<file path="config.mk">
export PLATFORM = sky130hd
export DESIGN_NAME = fetch_stage
export DESIGN_NICKNAME = d
export VERILOG_FILES = /design/src/rtl/fetch_stage.sv
export SDC_FILE = /design/constraint.sdc
export NUM_CORES = 1
export LEC_CHECK = 0
export CORE_MARGIN = 1
export CORE_UTILIZATION = 30
export CTS_CLUSTER_DIAMETER = 150
export DETAILED_ROUTE_END_ITERATION = 10
export SYNTH_ARGS = -nofsm -noshare
export SYNTH_HDL_FRONTEND = slang
export SYNTH_SLANG_ARGS = --single-unit
export TNS_END_PERCENT = 1
</file>
<file path="constraint.sdc">
create_clock -name clk -period 2.8 [get_ports clk]
set_clock_uncertainty 0.2 [all_clocks]
set_input_delay 0.42 -clock clk [delete_from_list [all_inputs] [get_ports clk]]
set_output_delay 0.42 -clock clk [all_outputs]
set_load 0.05 [all_outputs]
</file>
<file path="src/rtl/fetch_stage.sv">
// Instruction-fetch stage: owns the PC, drives the combinational imem address and
// registers the fetched instruction or fetch fault into an IF/ID valid/ready slot.
module fetch_stage #(
    parameter logic [63:0] RESET_PC  = 64'h0000_0000_0000_0000,
    parameter logic [31:0] NOP_INSTR = 32'h0000_0013
) (
    input  logic        clk,
    input  logic        rst,
    input  logic        redirect_en,
    input  logic [63:0] redirect_pc,
    output logic [63:0] imem_addr,
    input  logic [31:0] imem_instr,
    input  logic        imem_exc_en,
    input  logic [3:0]  imem_exc_code,
    input  logic [63:0] imem_exc_val,
    output logic        out_valid,
    input  logic        out_ready,
    output logic [63:0] out_pc,
    output logic [31:0] out_instr,
    output logic        out_exc_en,
    output logic [3:0]  out_exc_code,
    output logic [63:0] out_exc_val,
    output logic        fetch_halted
);

    typedef enum logic {
        ST_RUN  = 1'b0,
        ST_HALT = 1'b1
    } state_t;

    state_t      state_q, state_d;
    logic [63:0] pc_q, pc_d;
    logic        valid_q, valid_d;
    logic [63:0] opc_q, opc_d;
    logic [31:0] instr_q, instr_d;
    logic        exc_en_q, exc_en_d;
    logic [3:0]  exc_code_q, exc_code_d;
    logic [63:0] exc_val_q, exc_val_d;

    logic        load;
    logic        misaligned;
    logic        fetch_exc;
    logic [3:0]  fetch_code;
    logic [63:0] fetch_val;

    // Misalignment is detected locally and outranks whatever imem reports.
    assign misaligned = (pc_q[1:0] != 2'b00);
    assign fetch_exc  = misaligned || imem_exc_en;
    assign fetch_code = misaligned ? 4'd0 : imem_exc_code;
    assign fetch_val  = misaligned ? pc_q : imem_exc_val;

    assign load = (state_q == ST_RUN) && (!valid_q || out_ready) && !redirect_en;

    always_comb begin
        state_d    = state_q;
        pc_d       = pc_q;
        valid_d    = valid_q;
        opc_d      = opc_q;
        instr_d    = instr_q;
        exc_en_d   = exc_en_q;
        exc_code_d = exc_code_q;
        exc_val_d  = exc_val_q;

        if (redirect_en) begin
            // A redirect voids any handshake in the same cycle.
            pc_d    = redirect_pc;
            valid_d = 1'b0;
            state_d = ST_RUN;
        end else if (load) begin
            valid_d = 1'b1;
            opc_d   = pc_q;
            if (fetch_exc) begin
                instr_d    = NOP_INSTR;
                exc_en_d   = 1'b1;
                exc_code_d = fetch_code;
                exc_val_d  = fetch_val;
                state_d    = ST_HALT;
            end else begin
                instr_d    = imem_instr;
                exc_en_d   = 1'b0;
                exc_code_d = 4'd0;
                exc_val_d  = 64'd0;
                pc_d       = pc_q + 64'd4;
            end
        end else if (valid_q && out_ready) begin
            valid_d = 1'b0;
        end
    end

    always_ff @(posedge clk) begin
        if (rst) begin
            state_q    <= ST_RUN;
            pc_q       <= RESET_PC;
            valid_q    <= 1'b0;
            opc_q      <= 64'd0;
            instr_q    <= NOP_INSTR;
            exc_en_q   <= 1'b0;
            exc_code_q <= 4'd0;
            exc_val_q  <= 64'd0;
        end else begin
            state_q    <= state_d;
            pc_q       <= pc_d;
            valid_q    <= valid_d;
            opc_q      <= opc_d;
            instr_q    <= instr_d;
            exc_en_q   <= exc_en_d;
            exc_code_q <= exc_code_d;
            exc_val_q  <= exc_val_d;
        end
    end

    assign imem_addr    = pc_q;
    assign out_valid    = valid_q;
    assign out_pc       = opc_q;
    assign out_instr    = instr_q;
    assign out_exc_en   = exc_en_q;
    assign out_exc_code = exc_code_q;
    assign out_exc_val  = exc_val_q;
    assign fetch_halted = (state_q == ST_HALT);

endmodule

</file>
==> results.json, run 1 <==
{
  "cts_buffers": 27,
  "critPathKind": "reg -> out",
  "yosysMostFrequentCell": "nand2_1",
  "final_area_um2": 16100,
  "pwr_density_cell_nw_per_um2": 594,
  "reg2regPathDepth": 6,
  "cp.required_ns": 2.18,
  "yosys.area_share.simple_pct": 28.4,
  "holdCritStartpoint": "rst",
  "setup_viol": 0,
  "drive_above_1_share_pct": 9.80,
  "drtAntennaViolNets": 0,
  "cts_htree_levels": 1,
  "ir_drop_mv": 0.399,
  "slew_headroom_pct": 21.6,
  "io_buffers": 399,
  "gp_congestion": 0.807,
  "syn_inst": 1257,
  "worst_slack_ns": 0.185,
  "overflow": 0,
  "yosysWarnings": 0,
  "grt_pass1_wl_mm": 61.4,
  "drtIter0Drc": 459,
  "clock-sinks": 231,
  "initial_core_util_pct": 30.8,
  "max_freq_mhz": 382,
  "synth_top_family_by_area": "simple AND/OR/NAND/NOR gates",
  "worst_pin_slew_ns": 1.17,
  "syn2layout_area_growth_pct": 58.6,
  "cts_root_buf": "clkbuf_16",
  "synth_edf_count": 0,
  "synth.avg_cell_area_um2": 8.08,
  "grt_pass1_vias": 10485,
  "cts.clk_slew.worst_paths_ns": 0.06,
  "dp_hpwl_mm": 29.1,
  "die_w_um": 186,
  "slowest_stage": "clkdlybuf4s50_1",
  "core_area_um2": 32900,
  "end_kind": "output pin",
  "ys_types": 60,
  "synthXorXnorAreaFrac_pct": 1.64,
  "rrSetupSlack_ns": 0.21,
  "vias": 11051,
  "via_per_inst": 5.16,
  "synth_compound_area_share_pct": 19.0,
  "p_leak_uw": 0.00566,
  "hold_violations": 0,
  "r2r_end": "imem_addr[56]",
  "hold_class": "in -> reg",
  "synthFlopType": "dfxtp_1",
  "worstPathCellList": "buf_4 -> clkdlybuf4s50_1",
  "top_level_ports": 400,
  "clk_path_buf_depth": 3,
  "cts_tree": "done",
  "slew_violations": 0,
  "synthTopCellsByArea": "dfxtp_1, nand2_1, a311oi_1",
  "ys_seq_area_share_pct": 45.6,
  "synth_top_area_share_pct": 45.6,
  "maxCapViolCount": 0,
  "critPathLaunchType": "register",
  "clk_latency_ns": 0.53,
  "syn_nets": 1427,
  "grt_use_total_pct": 22.7,
  "synth_common_cells": "nand2_1, dfxtp_1, nor2_1, clkbuf_1, a311oi_1",
  "rsz0062_at_grt": "false",
  "drt_drc_violations_left": 0,
  "netlist_area_um2": 10200,
  "rows": 66,
  "ys_async_sr_fraction_pct": 0,
  "wl_per_cell_um": 18.9,
  "cp-startpoint": "imem_addr[1]",
  "cp.buffers_inverters": 2,
  "final_nets": 1845,
  "routed_wl_mm": 40.5,
  "synth-adder-area-share_pct": 0.123,
  "dieArea_um2": 34600,
  "total_power_uw": 9560,
  "placed_cell_area_um2": 15200,
  "antenna_found_initial": 5,
  "dr.pass1.iters": 5,
  "slowest_delay_ns": 0.82,
  "path_max_fanout": 7,
  "r2r-start": "imem_addr[2]",
  "status": "finished, final reports clean",
  "crit_family": "buffers and inverters",
  "synth_seq_cells": 231,
  "min_to": "out_instr[31]",
  "die_y_um": 186,
  "synth_top_area_cell": "dfxtp_1",
  "period_needed_ns": 2.62,
  "synth_mux_area_share_pct": 0.407,
  "final_core_util_pct": 48.9,
  "min_path_cells": 2,
  "grt_max_degree": 96,
  "cp_data_arrival_time_ns": 2.00,
  "place_ws_ns": -0.167,
  "fin_crit_sh_pct": 93.4
}
-- placed cells by master (no fill, tap or decap), types with 7 or more instances in the layout --
master | netlist | layout
clkdlybuf4s50_1 | 0 | 396
nand2_1 | 243 | 243
dfxtp_1 | 231 | 229
nor2_1 | 136 | 135
buf_4 | 0 | 93
a311oi_1 | 87 | 87
nand3_1 | 85 | 84
a21oi_1 | 78 | 78
clkbuf_16 | 0 | 27
nand4_1 | 26 | 26
a22o_1 | 19 | 19
a211oi_1 | 19 | 19
o31ai_1 | 19 | 19
or4_1 | 18 | 18
inv_1 | 14 | 14
and3_1 | 14 | 14
or3_1 | 14 | 14
and4_1 | 13 | 13
nor4_1 | 13 | 12
xor2_1 | 12 | 12
a22oi_1 | 10 | 10
clkbuf_1 | 93 | 9
buf_12 | 0 | 9
nor3_1 | 8 | 7
o21ai_0 | 7 | 7
xnor2_1 | 7 | 7
-- how the worst max path moves through the flow --
stage	endpoint	slack [ns]	depth (start not counted)
finish	imem_addr[1]	0.18	2
floorplan	imem_addr[44]	-0.03	7
detailed placement	imem_addr[44]	-0.17	6
global placement	imem_addr[44]	-0.17	6
global route	imem_addr[56]	0.03	6
CTS	imem_addr[56]	0.12	6
-- cells by family after synthesis --
group	Yosys count
compound gates	265
xor+xnor	19
fa+ha+maj	1
buf+inv	127
flops	231
mux	4
simple gates	610
-- routing by layer --
layer	GRT usage (%)	wire, µm	up-vias
li1	-	-	5395
met1	28.9	17300	5247
met2	37.9	19000	353
met3	5.81	3160	52
met4	5.44	985	4
met5	0	26	-
-- flip-flops by register name (all words and copies together) (netlist names) --
register	flops
fetch_halted	1
out_valid	1
out_instr	32
out_exc_val	64
out_exc_code	4
out_pc	64
imem_addr	64
out_exc_en	1
-- through the flow --
step                TNS [ns]  instances  hold slack [ns]
floorplan            -0.0295       1257            0.348
global placement      -0.316       2088            0.239
detailed placement    -0.336       2088            0.246
CTS                        0       2136           0.0243
global route               0       2139           0.0555
finish                     0       2140           0.0416
-- power breakdown --
group          total [µW]  switching [µW]  internal [µW]
Combinational        2230            1390            835
Clock                3720            1420           2300
Sequential           3620             127           3490
Total                9560            2940           6620
-- timing repair --
| item | CTS | global route |
|---|---|---|
| hold buffers | 0 | 0 |
| setup buffers | 0 | 0 |
| setup endpoints to repair | 0 | 1 |
| gates resized for setup | 0 | 1 |
-- layout make-up --
type                    count  area, µm²
repair buffers            501       4860
multi-input cells         899       5070
flip-flops and latches    231       4630
clock buffers              42        792
diodes                      4       10.0
fillers                  3136      16800
well taps                 442        553
clock inverters             6        133
inverters                  15       57.6
No activity file was read; power rests on OpenSTA's default activity.
==> inputs of run 2 (changes only) <==
--- a/config.mk
+++ b/config.mk
@@ -9,6 +9,7 @@
 export CORE_UTILIZATION = 30
 export CTS_CLUSTER_DIAMETER = 150
 export DETAILED_ROUTE_END_ITERATION = 10
+export REMOVE_ABC_BUFFERS = 1
 export SYNTH_ARGS = -nofsm -noshare
 export SYNTH_HDL_FRONTEND = slang
 export SYNTH_SLANG_ARGS = --single-unit
==> results.json, run 2 (same netlist as run 1, synthesis figures left out) <==
{
  "hold_class": "in -> reg",
  "cp.depth": 1,
  "slew_violations": 0,
  "critPathKind": "reg -> out",
  "dieArea_um2": 34600,
  "cts_htree_levels": 1,
  "clk_path_buf_depth": 3,
  "placed_cell_area_um2": 15200,
  "final_core_util_pct": 49.2,
  "setup_viol": 0,
  "combPwrFrac_pct": 23.4,
  "drtIter0Drc": 510,
  "cp-endpoint": "imem_addr[13]",
  "syn2layout_area_growth_pct": 59.7,
  "wl_per_cell_um": 18.4,
  "worstPathCellList": "clkdlybuf4s50_1",
  "rrSetupSlack_ns": 0.27,
  "total_power_uw": 9610,
  "drtAntennaViolNets": 0,
  "gp_congestion": 0.824,
  "crit_family": "buffers and inverters",
  "grt_use_total_pct": 22.1,
  "cts_tree": "done",
  "hold_buffers": 0,
  "period_needed_ns": 2.62,
  "ir_drop_mv": 0.415,
  "p_leak_uw": 0.00574,
  "slowest_delay_ns": 0.90,
  "antenna_found_initial": 8,
  "pwr_density_cell_nw_per_um2": 593,
  "path_max_fanout": 8,
  "r2r_end": "imem_addr[56]",
  "pwr-share-clk_pct": 39.0,
  "drt_drc_violations_left": 0,
  "p_int_uw": 6660,
  "worst_pin_slew_ns": 0.650,
  "end_kind": "output pin",
  "drive_above_1_share_pct": 10.6,
  "seqPwrFrac_pct": 37.6,
  "initial_core_util_pct": 30.8,
  "cp.required_ns": 2.18,
  "cts_root_buf": "clkbuf_16",
  "die_w_um": 186,
  "rsz0062_at_grt": "false",
  "top_level_ports": 400,
  "final_area_um2": 16200,
  "slowest_stage": "clkdlybuf4s50_1",
  "clk_latency_ns": 0.54,
  "cts_resized": 0,
  "routed_wl_mm": 39.6,
  "fin_crit_sh_pct": 93.7,
  "cts_setup_buffers": 0,
  "final_cell_mix": "clkdlybuf4s50_1, nand2_1, dfxtp_1",
  "grt_pass1_wl_mm": 60.2,
  "r2r-start": "imem_addr[2]",
  "cts.clk_slew.worst_paths_ns": 0.06,
  "overflow": 0,
  "layout_commonest_cell": "clkdlybuf4s50_1",
  "via_per_inst": 5.13,
  "cts_buffers": 27,
  "dp_hpwl_mm": 28.5,
  "core_area_um2": 32900,
  "critPathLaunchType": "register",
  "cp-startpoint": "imem_addr[13]",
  "switchingPower_uw": 2950,
  "cp_data_arrival_time_ns": 2.00,
  "vias": 11021,
  "clock-sinks": 231,
  "die_y_um": 186,
  "grt_pass1_vias": 10450,
  "hold-worst-slack_ns": 0.114,
  "maxCapViolCount": 0,
  "max_freq_mhz": 381,
  "switching_share_pct": 30.7,
  "hold_violations": 0,
  "final_nets": 1855,
  "slew_headroom_pct": 56.5,
  "io_buffers": 399,
  "reg2regPathDepth": 6,
  "status": "finished, final reports clean",
  "cp.buffers_inverters": 1,
  "dr.pass1.iters": 5,
  "rows": 66,
  "grt_max_degree": 67
}
## run 2: per-layer routing
layer / track usage [%] / vias up / wire, µm / part of all wire [%]
met4: 4.46 / 8 / 645 / 1.6
met5: 0 / - / 54 / 0.14
met3: 6.24 / 55 / 3340 / 8.4
li1: - / 5410 / - / -
met1: 28.2 / 5189 / 17100 / 43
met2: 37.0 / 359 / 18500 / 47
## run 2: worst min path at each step
stage / from / endpoint / slack, ns / cells after the start
floorplan: rst / imem_addr[2] / 0.29 / 1
global placement: out_pc[54] / out_pc[54] / 0.24 / 2
detailed placement: out_pc[17] / out_pc[17] / 0.25 / 2
CTS: redirect_en / imem_addr[35] / 0.10 / 3
global route: redirect_en / imem_addr[35] / 0.11 / 3
finish: redirect_en / imem_addr[35] / 0.11 / 3
## run 2: power by group through the flow
stage	Clock (µW)	Combinational [µW]	Sequential, µW
after floorplan	0	503	4400
final	3750	2250	3610
after detailed placement	0	2260	3680
after CTS	3840	2270	3610
after global routing	3990	2380	3640
after global placement	0	2250	3680
## run 2: area by class of cell
cell class	instances	area, µm²
Fill cell	3149	16700
Antenna cell	3	7.51
Timing Repair Buffer	511	4950
Clock inverter	12	168
Inverter	15	57.6
Multi-Input combinational cell	899	5060
Clock buffer	37	783
Tap cell	442	553
Sequential cell	231	4620
## run 2: stage by stage
step                      TNS (ns)  instances  worst slack, ns
final                            0       2150            0.177
after global routing             0       2149           0.0854
after CTS                        0       2147            0.153
after detailed placement   -0.0642       2098          -0.0554
after global placement     -0.0670       2098          -0.0670
after floorplan           -1439.97       1145           -11.57
## run 2: worst reg2reg max path: cells and delay by family (launching register included)
kind	cells	cell delay [ns]
flip-flops	1	0.33
AND/OR/NAND/NOR	4	1.34
AO/OA/AOI/OAI	1	0.33
adder cells (fa/ha/maj)	1	0.21
==> inputs of run 3 (changes only) <==
--- a/config.mk
+++ b/config.mk
@@ -10,6 +10,7 @@
 export CTS_CLUSTER_DIAMETER = 150
 export DETAILED_ROUTE_END_ITERATION = 10
 export REMOVE_ABC_BUFFERS = 1
+export SLEW_MARGIN = 15
 export SYNTH_ARGS = -nofsm -noshare
 export SYNTH_HDL_FRONTEND = slang
 export SYNTH_SLANG_ARGS = --single-unit
==> results of run 3 <==
The final DEF is identical to that of run 2; final timing and power are the same.
